## src/rtl/can_receiver.sv

```systemverilog
// CAN 2.0A/2.0B frame receiver: decodes destuffed bits on sample_point strobes,
// checks the received CRC against the external CRC unit and checks fixed-form bits.
module can_receiver (
    input  logic        clk,
    input  logic        rst_n,
    input  logic        sample_point,
    input  logic        rx_bit,
    input  logic        stuff_bit_detected,
    input  logic [14:0] calculated_crc,
    output logic        crc_active,
    output logic        destuff_en,
    output logic        rx_ide,
    output logic        rx_rtr,
    output logic [10:0] rx_id_std,
    output logic [17:0] rx_id_ext,
    output logic [3:0]  rx_dlc,
    output logic [7:0]  rx_data_0,
    output logic [7:0]  rx_data_1,
    output logic [7:0]  rx_data_2,
    output logic [7:0]  rx_data_3,
    output logic [7:0]  rx_data_4,
    output logic [7:0]  rx_data_5,
    output logic [7:0]  rx_data_6,
    output logic [7:0]  rx_data_7,
    output logic [14:0] rx_crc,
    output logic        ack_drive,
    output logic        rx_done,
    output logic        crc_error,
    output logic        form_error
);

    typedef enum logic [3:0] {
        IDLE, ID_STD, RTR_1, IDE, ID_EXT, RTR_2, R_1, R_0,
        DLC, DATA, CRC, CRC_DELIM, ACK, ACK_DELIM, EOF
    } state_t;

    state_t      state_q, state_d;
    logic [4:0]  bit_cnt_q, bit_cnt_d;
    logic [2:0]  byte_cnt_q, byte_cnt_d;
    logic [2:0]  last_byte_q, last_byte_d;
    logic [7:0]  shift_q, shift_d;
    logic [14:0] crc_latched_q, crc_latched_d;
    logic        crc_bad_q, crc_bad_d;

    logic        rx_ide_q, rx_ide_d;
    logic        rx_rtr_q, rx_rtr_d;
    logic [10:0] rx_id_std_q, rx_id_std_d;
    logic [17:0] rx_id_ext_q, rx_id_ext_d;
    logic [3:0]  rx_dlc_q, rx_dlc_d;
    logic [7:0]  rx_data_q [8];
    logic [7:0]  rx_data_d [8];
    logic [14:0] rx_crc_q, rx_crc_d;

    logic        crc_active_q, crc_active_d;
    logic        destuff_en_q, destuff_en_d;
    logic        ack_drive_q, ack_drive_d;
    logic        rx_done_q, rx_done_d;
    logic        crc_error_q, crc_error_d;
    logic        form_error_q, form_error_d;

    logic        qualified;
    logic [3:0]  dlc_next;
    logic [7:0]  byte_next;
    logic [14:0] crc_next;

    // Stuff bits are transparent to the decoder: only unflagged samples advance it.
    assign qualified = sample_point && !stuff_bit_detected;
    assign dlc_next  = {rx_dlc_q[2:0], rx_bit};
    assign byte_next = {shift_q[6:0], rx_bit};
    assign crc_next  = {rx_crc_q[13:0], rx_bit};

    // NOTE: every signal gets its hold value first so no path through the case infers a latch.
    always_comb begin
        state_d       = state_q;
        bit_cnt_d     = bit_cnt_q;
        byte_cnt_d    = byte_cnt_q;
        last_byte_d   = last_byte_q;
        shift_d       = shift_q;
        crc_latched_d = crc_latched_q;
        crc_bad_d     = crc_bad_q;
        rx_ide_d      = rx_ide_q;
        rx_rtr_d      = rx_rtr_q;
        rx_id_std_d   = rx_id_std_q;
        rx_id_ext_d   = rx_id_ext_q;
        rx_dlc_d      = rx_dlc_q;
        rx_data_d     = rx_data_q;
        rx_crc_d      = rx_crc_q;
        rx_done_d     = 1'b0;
        crc_error_d   = 1'b0;
        form_error_d  = 1'b0;

        if (qualified) begin
            case (state_q)
                IDLE: if (!rx_bit) begin
                    state_d   = ID_STD;
                    bit_cnt_d = 5'd10;
                    rx_data_d = '{default: '0};
                    rx_crc_d  = '0;
                    crc_bad_d = 1'b0;
                end
                ID_STD: begin
                    rx_id_std_d = {rx_id_std_q[9:0], rx_bit};
                    if (bit_cnt_q == 5'd0) state_d = RTR_1;
                    else                   bit_cnt_d = bit_cnt_q - 5'd1;
                end
                RTR_1: begin
                    rx_rtr_d = rx_bit;
                    state_d  = IDE;
                end
                IDE: begin
                    rx_ide_d = rx_bit;
                    if (rx_bit) begin
                        state_d   = ID_EXT;
                        bit_cnt_d = 5'd17;
                    end else begin
                        state_d   = R_0;
                    end
                end
                ID_EXT: begin
                    rx_id_ext_d = {rx_id_ext_q[16:0], rx_bit};
                    if (bit_cnt_q == 5'd0) state_d = RTR_2;
                    else                   bit_cnt_d = bit_cnt_q - 5'd1;
                end
                RTR_2: begin
                    rx_rtr_d = rx_bit;
                    state_d  = R_1;
                end
                R_1: state_d = R_0;
                R_0: begin
                    state_d   = DLC;
                    bit_cnt_d = 5'd3;
                end
                DLC: begin
                    rx_dlc_d = dlc_next;
                    if (bit_cnt_q != 5'd0) begin
                        bit_cnt_d = bit_cnt_q - 5'd1;
                    end else if (rx_rtr_q || dlc_next == 4'd0) begin
                        state_d       = CRC;
                        bit_cnt_d     = 5'd14;
                        crc_latched_d = calculated_crc;
                    end else begin
                        state_d     = DATA;
                        bit_cnt_d   = 5'd7;
                        byte_cnt_d  = 3'd0;
                        // DLC values above 8 still carry only 8 bytes.
                        last_byte_d = dlc_next[3] ? 3'd7 : dlc_next[2:0] - 3'd1;
                    end
                end
                DATA: begin
                    shift_d = byte_next;
                    if (bit_cnt_q != 5'd0) begin
                        bit_cnt_d = bit_cnt_q - 5'd1;
                    end else begin
                        rx_data_d[byte_cnt_q] = byte_next;
                        if (byte_cnt_q == last_byte_q) begin
                            state_d       = CRC;
                            bit_cnt_d     = 5'd14;
                            crc_latched_d = calculated_crc;
                        end else begin
                            byte_cnt_d = byte_cnt_q + 3'd1;
                            bit_cnt_d  = 5'd7;
                        end
                    end
                end
                CRC: begin
                    rx_crc_d = crc_next;
                    if (bit_cnt_q != 5'd0) begin
                        bit_cnt_d = bit_cnt_q - 5'd1;
                    end else begin
                        state_d = CRC_DELIM;
                        if (crc_next != crc_latched_q) begin
                            crc_error_d = 1'b1;
                            crc_bad_d   = 1'b1;
                        end
                    end
                end
                // A CRC failure abandons the frame without judging the delimiter.
                CRC_DELIM: begin
                    if (crc_bad_q) begin
                        state_d = IDLE;
                    end else if (!rx_bit) begin
                        form_error_d = 1'b1;
                        state_d      = IDLE;
                    end else begin
                        state_d = ACK;
                    end
                end
                ACK: state_d = ACK_DELIM;
                ACK_DELIM: begin
                    if (!rx_bit) begin
                        form_error_d = 1'b1;
                        state_d      = IDLE;
                    end else begin
                        state_d   = EOF;
                        bit_cnt_d = 5'd6;
                    end
                end
                EOF: begin
                    if (!rx_bit) begin
                        form_error_d = 1'b1;
                        state_d      = IDLE;
                    end else if (bit_cnt_q == 5'd0) begin
                        rx_done_d = 1'b1;
                        state_d   = IDLE;
                    end else begin
                        bit_cnt_d = bit_cnt_q - 5'd1;
                    end
                end
                default: state_d = IDLE;
            endcase
        end

        crc_active_d = state_d inside {ID_STD, RTR_1, IDE, ID_EXT, RTR_2, R_1, R_0, DLC, DATA};
        destuff_en_d = state_d inside {ID_STD, RTR_1, IDE, ID_EXT, RTR_2, R_1, R_0, DLC, DATA, CRC};
        ack_drive_d  = (state_d == ACK);
    end

    // NOTE: state uses non-blocking assignments so all flops update together at the edge.
    always_ff @(posedge clk or negedge rst_n) begin
        if (!rst_n) begin
            state_q       <= IDLE;
            bit_cnt_q     <= '0;
            byte_cnt_q    <= '0;
            last_byte_q   <= '0;
            shift_q       <= '0;
            crc_latched_q <= '0;
            crc_bad_q     <= 1'b0;
            rx_ide_q      <= 1'b0;
            rx_rtr_q      <= 1'b0;
            rx_id_std_q   <= '0;
            rx_id_ext_q   <= '0;
            rx_dlc_q      <= '0;
            // NOTE: the data bytes are visible outputs, so this small array is reset like any register.
            rx_data_q     <= '{default: '0};
            rx_crc_q      <= '0;
            crc_active_q  <= 1'b0;
            destuff_en_q  <= 1'b0;
            ack_drive_q   <= 1'b0;
            rx_done_q     <= 1'b0;
            crc_error_q   <= 1'b0;
            form_error_q  <= 1'b0;
        end else begin
            state_q       <= state_d;
            bit_cnt_q     <= bit_cnt_d;
            byte_cnt_q    <= byte_cnt_d;
            last_byte_q   <= last_byte_d;
            shift_q       <= shift_d;
            crc_latched_q <= crc_latched_d;
            crc_bad_q     <= crc_bad_d;
            rx_ide_q      <= rx_ide_d;
            rx_rtr_q      <= rx_rtr_d;
            rx_id_std_q   <= rx_id_std_d;
            rx_id_ext_q   <= rx_id_ext_d;
            rx_dlc_q      <= rx_dlc_d;
            rx_data_q     <= rx_data_d;
            rx_crc_q      <= rx_crc_d;
            crc_active_q  <= crc_active_d;
            destuff_en_q  <= destuff_en_d;
            ack_drive_q   <= ack_drive_d;
            rx_done_q     <= rx_done_d;
            crc_error_q   <= crc_error_d;
            form_error_q  <= form_error_d;
        end
    end

    assign crc_active = crc_active_q;
    assign destuff_en = destuff_en_q;
    assign ack_drive  = ack_drive_q;
    assign rx_done    = rx_done_q;
    assign crc_error  = crc_error_q;
    assign form_error = form_error_q;
    assign rx_ide     = rx_ide_q;
    assign rx_rtr     = rx_rtr_q;
    assign rx_id_std  = rx_id_std_q;
    assign rx_id_ext  = rx_id_ext_q;
    assign rx_dlc     = rx_dlc_q;
    assign rx_crc     = rx_crc_q;
    assign rx_data_0  = rx_data_q[0];
    assign rx_data_1  = rx_data_q[1];
    assign rx_data_2  = rx_data_q[2];
    assign rx_data_3  = rx_data_q[3];
    assign rx_data_4  = rx_data_q[4];
    assign rx_data_5  = rx_data_q[5];
    assign rx_data_6  = rx_data_q[6];
    assign rx_data_7  = rx_data_q[7];

endmodule

```

## config.mk

```make
export PLATFORM = sky130hd
export DESIGN_NAME = can_receiver
export DESIGN_NICKNAME = d
export VERILOG_FILES = /design/src/rtl/can_receiver.sv
export SDC_FILE = /design/constraint.sdc
export NUM_CORES = 1
export LEC_CHECK = 0
export BUFFER_PORTS_ARGS = -buffer_cell sky130_fd_sc_hd__buf_2
export CAP_MARGIN = 10
export CORE_MARGIN = 5
export CORE_UTILIZATION = 35
export CTS_CLUSTER_SIZE = 8
export DETAILED_ROUTE_END_ITERATION = 12
export GPL_TIMING_DRIVEN = 1
export SYNTH_ARGS = -nofsm -noshare
export SYNTH_HDL_FRONTEND = slang
export SYNTH_SLANG_ARGS = --single-unit
```

## constraint.sdc

```tcl
create_clock -name clk -period 2.8 [get_ports clk]
set_clock_uncertainty 0.1 [all_clocks]
set_input_delay 0.14 -clock clk [delete_from_list [all_inputs] [get_ports clk]]
set_output_delay 0.14 -clock clk [all_outputs]
set_load 0.01 [all_outputs]
```

# After elaboration in Yosys (flattened, before gate mapping)
# Index checks and enable logic that the tools add are counted.
[classes]
n_addsub = 3
magnitude_cmp = 2
n_eq_ne = 40
muxes = 62
bitwise = 3
reduce_logical = 30
[op_table]
columns = ["cell", "count"]
rows = [
  ["$mux 64", 2],
  ["$pmux 64 s2", 1],
  ["$mux 15", 5],
  ["$bwmux 64", 1],
  ["$mux 4", 15],
  ["$pmux 15 s2", 2],
  ["$pmux 4 s15", 1],
  ["$pmux 5 s9", 1],
  ["$eq 4x4->1 const B", 11],
  ["$mux 5", 8],
  ["$eq 4x3->1 const B", 8],
  ["$ne 2x2->1 const B", 13],
  ["$demux 8 s3", 1],
  ["$reduce_bool 9->1", 2],
  ["$eq 4x2->1 const B", 4],
  ["$mux 3", 5],
  ["$ne 15x15->1", 1],
  ["$mux 1", 14],
  ["$reduce_and 2->1", 6],
  ["$reduce_and 6->1", 2],
  ["$reduce_bool 10->1", 1],
  ["$eq 4x1->1 const B", 2],
  ["$logic_not 4->1", 2],
  ["$mux 8", 1],
  ["22 further kinds", 31],
]
[word_totals]
register_bits = 158
out_inout_bits = 120
wordCells = 167

# Logic depth before layout (Yosys ltp)
[depth]
ltp_word = 8
depth_mapped = 10
depth_no_buf = 8

# Worst setup path before layout
# Ideal clock, no wire load.
[synth_path]
path_kind = "in2reg"
start = "input rx_bit"
end = "register crc_latched_q[10]"
setup_time_ns = 0.127
t_arrival_ns = 2.405
t_required_ns = 2.573
setup_slack_ns = 0.168
cell_stages = 10
path_cell_list = "clkbuf_1 inv_1 clkbuf_1 ha_1 nor3b_1 nor3_1 a21o_1 nor4_4 buf_6 mux2_1"
[synth_between]
elab_chain_cells = 4
[synth_rtl]
columns = ["item", "line_no", "source"]
rows = [
  ["start, declared", "7", "input logic rx_bit,"],
  ["$logic_not 4->1", "137", "end else if (rx_rtr_q || dlc_next == 4'd0) begin"],
  ["$logic_or 1x1->1", "137", ""],
  ["$ne 2x2->1 (no source line)", "--", ""],
  ["$reduce_and 6->1 (no source line)", "--", ""],
  ["end signal, assigned", "248", "crc_latched_q <= crc_latched_d;"],
  ["end, declared", "42", "logic [14:0] crc_latched_q, crc_latched_d;"],
]
# No other way between the ends.
# A chain may end at the register's enable or synchronous reset.

# Worst setup path in the final report
[layout_path]
start = "register bit_cnt_q[0]"
end = "register crc_active_q (netlist: crc_active)"
[layout_between]
elab_chain_cells = 7
elab_cells_between_ends = 21
classes_between = "eq/ne: 9; mux: 9; reduce/logical: 3"
[layout_rtl]
columns = ["item", "line_no", "source"]
rows = [
  ["start, declared", "38", "logic [4:0] bit_cnt_q, bit_cnt_d;"],
  ["start signal, assigned", "244", "bit_cnt_q <= bit_cnt_d;"],
  ["$logic_not 5->1", "103, 121, 202", ""],
  ["$mux 4", "202", "end else if (bit_cnt_q == 5'd0) begin"],
  ["$mux 4", "199", "if (!rx_bit) begin"],
  ["$pmux 4 s15 (*)", "93", "case (state_q)"],
  ["$mux 4 (*)", "92", "if (qualified) begin"],
  ["via state_d[0]", "37", "state_t state_q, state_d;"],
  ["$eq 4x1->1 (tied with other cells)", "213", "crc_active_d = state_d inside {ID_STD, RTR_1, IDE, ID_EXT, RTR_2, R_1, R_0, DLC, DATA};"],
  ["$reduce_bool 9->1 (*)", "213", ""],
  ["via crc_active_d", "54", "logic crc_active_q, crc_active_d;"],
  ["end signal, assigned", "257", "crc_active_q <= crc_active_d;"],
  ["end, declared", "54", ""],
]
# The timed path passes the listed nets; every way through them passes the cells marked *.

==> results.md <==
- The stage delay of the slowest cell on the critical path is 0.58 ns.
- The commonest cells after synthesis are 158 x dfrtp_1, 99 x nand2_1, 61 x o21ai_0, 41 x mux2_2, 18 x a22o_1.
- For this design the top-level I/O count stands at 140.
- The share of cells above drive strength 1 is 31.7%.
- The most frequently used cell type in the post-synthesis netlist is dfrtp_1.
- The setup-violating endpoint count in the final report is 0.
- The worst slew slack as a fraction of its limit is 29.7%.
- STA classifies the critical path endpoint as a flop.
- The standard-cell row count is 51.
- Power comes to approximately 6.6 mW.
- In the final design database the tool counted 813 nets.
- Summing every instance area after synthesis gives 6980 sq um.
- At the end of routability-driven placement, the weighted congestion stood at 0.826.
- Dividing the detail-routed via count by the number of cells gives 5.09.
- The clock passes through at most 2 buffers.
- The count of buffers added on input and output ports is ~140.
- Once the clock tree was built, the setup fixing pass inserted 0 buffers.
- Summed over all failing endpoints, the final setup total negative slack is 0 ns.
- The first element of the critical path is bit_cnt_q[0].
- The flow ran to the end, and the final reports show no timing, DRC or antenna violations.
- Dividing the detail-routed wire length by the instance count gives ~17 um.
- The shortest period the worst path allows is 2.48 ns.
- The total die area is 22900 sq um.
- Clock latency on the worst-skew pair, taken at its later pin, is approximately 0.42 ns.
- The switching portion of total power is 32.1%.
- The post-synthesis cell type with the largest combined area is dfrtp_1.
- The cell depth of the worst min-delay path is 5.
- TritonCTS created 17 clock buffers.
- By startpoint and endpoint, the worst setup path is classified as reg2reg.
- The area overhead of the layout relative to synthesis is 26.2%.
- The synthesis warning total is 0.
- For this run, the top clock speed supported by timing is approximately 0.4 GHz.
- Across the run, the number of max-cap violations was 0.
- Entering global routing, the biggest net connects slightly below 80 pins.
- The library cell used as clock root buffer is clkbuf_16.
- In the post-synthesis netlist, the biggest area contributors are dfrtp_1 57%, mux2_2 6.6%, nand2_1 5.3%.
- The total DRC errors in the routed layout is 0.
- The worst register-to-register path begins at bit_cnt_q[0].
- The startpoint identified for the worst hold timing path is stuff_bit_detected.
- The worst register-to-register path has a setup slack of 0.32 ns.
- The clock group share of total power is 34.8%.
- The sink count of the clock tree is 158.
- The critical path required time is roughly 3 ns.
- The combinational power share is 24.3%.
- The number of cells on the worst reg-to-reg path is 8.
- The final wirelength is around 18000 um.
- The floorplan step set the die height to 151 um.
- The share of synthesized flip-flops with an asynchronous set or reset is 100%.
- The number of enable-type register cells in the synthesized netlist is 0.
- The portion of synthesized cell area occupied by the leading cell type is 56.7%.
- The overall fraction of global-route tracks in use is 16.4%.
- The post-detailed-route count of antenna-violating nets is 0.
- Walking the worst path, the cells encountered are inv_1 > ha_1 > or4b_4 > a22o_1 > a2111oi_2 > a22oi_2 > nor2_1 > mux2i_1.
- The number of levels in the clock H-tree is 4.
- The internal portion of the total power is 4.47 mW.
- Summed over all cells, the static leakage comes to 4.42 nW.
- After global routing the overflow that remains totals 0.
- Cells fill between 40% and 50% of the core in the end.
- The x dimension of the die is 151 um.
- The first TritonRoute pass finished after 5 iterations.
- The number of cells produced by synthesis is 621.
- Clock-pin slew was measured on the worst setup and hold paths at 0.06 ns.
- The final hold violation count is 0.
- The first global-routing pass estimated 29300 um of wire.
- Dividing the synthesized area by the synthesized cell count gives 11.2 sq um.
- The total count of max-transition violations in the final report is 0.
- The via count of the first global-routing pass is around 5300.
- For this design, the slowest cell found on the critical path is or4b_4.
- For this design the ratio of total power to cell area is 748 nW/um^2.
- The distinct cell type count after synthesis is 62.
- In the synthesized netlist the dominant register cell turns out to be dfrtp_1.
- The post-synthesis net count is about 650.
- The worst hold path belongs to the class in2reg.
- At the pin with the least slew margin, the transition time is 1.05 ns.
- The starting density of the core is 35.7%.
- The arrival time at the worst endpoint is 2.67 ns.
- The wire-length estimate of the detail-placed layout is 12800 um.
- The critical path launch point type is a flop.
- The worst hold path terminates at rx_ide.
- Summing the sequential cell areas from Yosys gives 56.7% of the chip area.
- The total number of vias is ~5400.
- The violation count after the first detailed-route iteration is ~390.
- The number of antenna violations at the first check in global routing is 0.
- Setup repair after global routing left no endpoint under its margin.
- The antenna diode count is 0.
- Synthesis inferred 158 register bits.
- The worst register-to-register path ends at crc_active.
- The clock tree from TritonCTS is yes.
- VDD sags by at most roughly 0.46 mV.
- Of all nets on the critical path, the largest fanout is 11.
- The placeable core region is about 20000 sq um.
- Of the available clock period, the critical path in the final layout requires 88.4%.
- The total net switching power is roughly 2.1 mW.
- The sequential share of power is between 40 and 50%.
-- critical path: cells and delay by family, from the launching register on --
family	cells	cell delay [ns]
AO/OA/AOI/OAI	3	0.70
AND/OR/NAND/NOR	2	0.77
buffers and inverters	1	0.09
flip-flops	1	0.41
multiplexers	1	0.11
adder cells (fa/ha/maj)	1	0.16
-- power groups by stage --
stage | combinational, mW | sequential [mW] | clock [mW]
after global routing | 1.76 | 2.73 | 2.46
after global placement | 1.57 | 2.73 | 0
after detailed placement | 1.57 | 2.74 | 0
after CTS | 1.60 | 2.70 | 2.35
after floorplan | 1.12 | 2.67 | 0
final | 1.60 | 2.70 | 2.29
-- how the worst max path moves through the flow --
| stage | end | slack (ns) | cells past startpoint |
|---|---|---|---|
| global placement | crc_active | 0.40 | 8 |
| CTS | crc_active | 0.32 | 8 |
| global route | rx_data_2[7] | 0.03 | 8 |
| floorplan | crc_latched_q[10] | 0.17 | 10 |
| detailed placement | crc_active | 0.34 | 8 |
| finish | crc_active | 0.32 | 8 |
-- state kept, by name, summed over array words and instances (netlist names), 7 cells and up --
signal / count
rx_data_1: 8
rx_data_0: 8
rx_data_3: 8
rx_crc: 15
shift_q: 7
rx_data_6: 8
rx_data_2: 8
rx_data_5: 8
rx_data_4: 8
rx_id_ext: 18
rx_data_7: 8
crc_latched_q: 15
rx_id_std: 11
-- layout make-up --
cell class | count | area [sq um]
flip-flops and latches | 158 | 3950
clock buffers | 20 | 447
well taps | 265 | 332
fillers | 1879 | 10700
clock inverters | 12 | 136
multi-input cells | 421 | 2830
inverters | 9 | 33.8
repair buffers | 182 | 1080
-- repair_timing --
| item | 4_1_cts | 5_1_grt |
|---|---|---|
| endpoints found under the hold margin | 89 | 0 |
| gates resized for setup | 0 | 0 |
| hold buffers | 16 | 0 |
-- layer usage --
| metal | up-vias | share of wire [%] | global-route usage (%) |
|---|---|---|---|
| li1 | 2568 | - | - |
| met1 | 2675 | 46 | 22.5 |
| met2 | 162 | 47 | 25.8 |
| met3 | 23 | 6.1 | 3.98 |
| met4 | 0 | 1.4 | 4.76 |
| met5 | - | 0 | 0 |
-- cell usage in the layout, fill, tap and decap left out, drive strengths merged, types with 4 or more instances in the layout --
| cell type | count |
|---|---|
| a21o | 6 |
| a21oi | 16 |
| a22o | 18 |
| a31oi | 6 |
| a32o | 10 |
| buf | 166 |
| clkbuf | 20 |
| clkinv | 4 |
| dfrtp | 158 |
| dlygate4sd3 | 16 |
| ha | 4 |
| inv | 12 |
| mux2 | 51 |
| nand2 | 101 |
| nand2b | 10 |
| nand3 | 8 |
| nor2 | 17 |
| nor2b | 8 |
| nor3 | 8 |
| nor3b | 4 |
| nor4 | 10 |
| o21ai | 76 |
| xnor2 | 10 |
| xor2 | 13 |
-- stage by stage --
step	hold WS, ns	worst slack, ns	instance area, sq um	cells
after floorplan	-0.256	0.168	6980	621
after global placement	0.146	0.401	8060	1019
after detailed placement	0.137	0.342	8060	1019
after CTS	0.0911	0.325	8810	1067
after global routing	0.115	0.0305	8810	1067
final	0.109	0.324	8810	1067
-- cell families after synthesis --
logic type                 Yosys count  synth area share (%)
adders and majority gates            4                 0.717
muxes                               53                  8.52
buffers and inverters               42                  2.82
DFF                                158                  56.7
xor gates and xnor gates            23                  2.89
AOI/OAI and AO/OA                  161                  15.5
and+or+nand+nor                    180                  12.9
Note: power is estimated with default switching activity, not from simulation.
